==> src/rtl/ofifo_collect.sv <==
// ofifo_collect: per-column psum lanes buffered independently and released as aligned rows
module ofifo_collect #(
  parameter int col     = 8,
  parameter int bw_psum = 32,
  parameter int depth   = 16
) (
  input  logic                   clk,
  input  logic                   reset,
  input  logic [col-1:0]         wr,
  input  logic [col*bw_psum-1:0] in,
  input  logic                   rd,
  output logic [col*bw_psum-1:0] out,
  output logic                   o_valid,
  output logic                   o_full,
  output logic                   o_ready,
  output logic                   o_ovf
);
  localparam int aw = $clog2(depth);
  localparam logic [aw:0] dcnt = (aw+1)'(depth);
  logic [col-1:0] nz, fl, drop;
  logic pop;
  assign pop     = rd & o_valid;
  assign o_valid = &nz;
  assign o_full  = |fl;
  assign o_ready = ~o_full;
  genvar j;
  for (j = 0; j < col; j++) begin : g_lane
    logic [bw_psum-1:0] mem [depth];
    logic [bw_psum-1:0] q;
    logic [aw-1:0] wptr, rptr;
    logic [aw:0] cnt;
    logic acc;
    assign nz[j] = cnt != '0;
    assign fl[j] = cnt == dcnt;
    // a pop in the same cycle frees the slot a full lane needs
    assign acc     = wr[j] & (~fl[j] | pop);
    assign drop[j] = wr[j] & fl[j] & ~pop;
    assign out[j*bw_psum +: bw_psum] = q;
    always_ff @(posedge clk)
      if (acc) mem[wptr] <= in[j*bw_psum +: bw_psum];
    always_ff @(posedge clk or posedge reset)
      if (reset) begin
        wptr <= '0;
        rptr <= '0;
        cnt  <= '0;
        q    <= '0;
      end else begin
        if (acc) wptr <= wptr + 1'b1;
        if (pop) begin
          rptr <= rptr + 1'b1;
          q    <= mem[rptr];
        end
        cnt <= cnt + {{aw{1'b0}}, acc} - {{aw{1'b0}}, pop};
      end
  end
  always_ff @(posedge clk or posedge reset)
    if (reset) o_ovf <= 1'b0;
    else o_ovf <= o_ovf | (|drop);
endmodule

==> config.mk <==
export PLATFORM = sky130hd
export DESIGN_NAME = ofifo_collect
export DESIGN_NICKNAME = d
export VERILOG_FILES = /design/src/rtl/ofifo_collect.sv
export SDC_FILE = /design/constraint.sdc
export NUM_CORES = 2
export LEC_CHECK = 0
export ABC_AREA = 1
export BUFFER_PORTS_ARGS = -buffer_cell sky130_fd_sc_hd__buf_2
export CORE_MARGIN = 3
export CORE_UTILIZATION = 60
export DETAILED_ROUTE_END_ITERATION = 12
export PLACE_DENSITY_LB_ADDON = 0.05
export SYNTH_ARGS = -nofsm -noshare
export SYNTH_HDL_FRONTEND = slang
export SYNTH_SLANG_ARGS = --single-unit
==> constraint.sdc <==
create_clock -name clk -period 31 [get_ports clk]
set_input_delay 6.2 -clock clk [delete_from_list [all_inputs] [get_ports clk]]
set_output_delay 6.2 -clock clk [all_outputs]
set_load 0.005 [all_outputs]
==> results.ini <==
[critical_path]
cp.arrival_ps = 10190
worstPathCellList = buf_2, nand3_4, buf_4, buf_12, nand2_1, nand2_2, ha_1, inv_1, ha_1, fa_1, a21oi_1, nor2_1, nor2_1, xor2_1
crit_path_top_delay_cell = nand2_2
crit_type = input port to flip-flop
cp.required_ps = 31840
crit_path_end_kind = flip-flop
crit_fanout = 99
crit_path_start_kind = input port
critPathMaxStageDelay_ps = 760

[grt]
grt_max_degree = 210
grt_first_pass_wirelength_um = 673000
grt_use_total_pct = 29.0
met2_usage_pct = 45.9
use_met3_pct = 4.76
met1_usage_pct = 41.3
grt_overflow = 0
top_usage_layer = met2
antenna_found_initial = 84
grt_pass1_vias = 110000

[power]
pwr-share-seq_pct = 41.3
p_sw_share_pct = 36.1
pwr-share-clk_pct = 28.2
p_leak_nw = 71.8
internal_power_mw = 12.1
pwr-share-comb_pct = 30.5
p_per_area_nw_per_um2 = 95.1
vdd_ir_drop_max_v = 0.000102
power.net_switching_mw = 6.81

[timing]
fin_skew_ps = 46.4
slew_viol_final = 0
max_slew.worst_pin.slew_ps = 1300
fmax_mhz = 107
fin_crit_sh_pct = 30.1
setup_viol = 0
hold_viol = 0
slew_headroom_pct = 12.9
tns_ps = 0
min_period_ps = 9350
rsz0062_at_grt = false
whs_ps = 471

[clock_network]
clock-sinks = 4457
cts_buffer_depth = 4
clock_latency_ps = 960
cts-buffers-inserted = 443
clk_pin_slew_ps = 60
cts_root_buf = clkbuf_16
post_cts_resize_count = 0
htreeDepth = 5
cts_hold_buf = 0
cts_tree = built
post_cts_buffers = 0

[drt]
routedWlPerCell_um = 23.3
first_iter_violations = 11900
routed_wl_um = 446000
detail-route-antenna-nets = 0
vias = 113000
first_pass_iters = 6
vias_per_cell = 5.93
remaining_drc_errors = 0

[logic_synthesis]
synth_area_um2 = 178000
syn_inst = 14500
seq_area_frac_synth_pct = 74.2
synth.ff_latch_count = 4457
yosysWarningCount = 0
syn_area_per_cell_um2 = 12.3
synth_cell_type_count = 30
syn_nets = 14900

[worst_hold_path]
hp-class = flip-flop to flip-flop

[floorplanning]
rows = 199
start_util_pct = 60.4
ioPinCount = 527
core_area_um2 = 295000
dieArea_um2 = 303000
die_y_um = 551
die_w_um = 551

[layout]
drive_gt1_share_pct = 10.9
syn_to_final_growth_pct = 11.5
final_common_cell = edfxtp_1
mostFrequentLayoutCells = 4,096 x edfxtp_1, 3,977 x nand2_1, 2,215 x nand3_1
nets = 15100

[placed_design]
gp_congestion = 0.829
port_buffers = 526
hpwl_um = 241000

[outcome]
status = completed

[run]
max_cap_violations = 0

[worst paths after layout]
path / start / endpoint / slack [ps] / cells after the start
hold / removal: g_lane[7].q[20] / g_lane[7].q[20] / 470 / 2
min in group asynchronous: reset / g_lane[6].q[16] / 5360 / 2
max in group asynchronous: reset / g_lane[5].rptr[1] / 22680 / 5
hold reg to reg: g_lane[7].q[20] / g_lane[7].q[20] / 470 / 2
setup reg to reg: g_lane[4].cnt[2] / g_lane[6].cnt[4] / 25720 / 17
setup / recovery: rd / g_lane[6].cnt[4] / 21650 / 14
[critical path: cells and delay by family]
kind / cells / cell delay [ps]
fa+ha+maj: 3 / 900
compound gates: 1 / 160
simple gates: 5 / 1540
buf+inv: 4 / 1020
xor+xnor: 1 / 160
[flip-flops by register name, summed over array words and instances, names as in the netlist]
signal / cells
g_lane.wptr: 32
g_lane.rptr: 32
g_lane.q: 256
o_ovf: 1
g_lane.cnt: 40
g_lane.mem: 4096
[stage by stage]
step	cells	worst slack (ps)	power (mW)	utilization (%)	area, µm²
floorplan	14500	14780	11.6	-	178000
global placement	18200	20830	13.5	62.4	184000
detailed placement	18200	20760	13.6	62.4	184000
CTS	19100	21770	18.9	67.3	198000
global route	19100	21510	19.9	67.3	198000
finish	19100	21650	18.9	67.3	198000
[cell type report]
class / count / area (µm²)
Tap cell: 3919 / 4900
Antenna cell: 48 / 120
Inverter: 150 / 644
Clock buffer: 625 / 12500
Clock inverter: 209 / 1990
Timing Repair Buffer: 704 / 4010
Fill cell: 21100 / 96200
Sequential cell: 4457 / 132000
Multi-Input combinational cell: 9004 / 42000
[power by group through the flow]
stage,registers [mW],logic (mW),clock network (mW)
2_1_floorplan,7.61,4.04,0
6_report,7.79,5.76,5.32
5_1_grt,7.85,6.40,5.64
3_5_place_dp,7.90,5.72,0
3_3_place_gp,7.88,5.59,0
4_1_cts,7.78,5.75,5.39
[cells by family after synthesis]
logic type | share of synthesized area [%]
and+or+nand+nor | 17.3
AOI/OAI and AO/OA | 4.76
adders and majority gates | 0.702
DFF | 74.2
xor gates and xnor gates | 0.295
buffers and inverters | 2.71
[routing by layer]
metal | routed length (µm) | part of all wire, %
met1 | 182000 | 41
met2 | 211000 | 47
met3 | 37000 | 8.3
met4 | 15500 | 3.5
met5 | 177 | 0.040
[Yosys cell counts (all sizes together)]
cell type | count | area share, %
nand3 | 2216 | 6.2
ha | 87 | 0.61
nand2 | 3990 | 8.4
clkbuf | 379 | 0.80
nand4 | 6 | 0.021
buf | 532 | 1.6
nor3b | 1 | 0.0042
o211ai | 254 | 1.1
xnor2 | 11 | 0.054
a21boi | 190 | 0.80
dfrtp | 361 | 5.1
nand3b | 3 | 0.013
nor2 | 1154 | 2.6
xor2 | 49 | 0.24
nor4 | 2 | 0.0070
a21oi | 398 | 1.1
edfxtp | 4096 | 69
nor3 | 6 | 0.017
o21ai | 629 | 1.8
clkinv | 1 | 0.0028
fa | 8 | 0.090
inv | 149 | 0.31
Power figures use the tool's default switching activity.
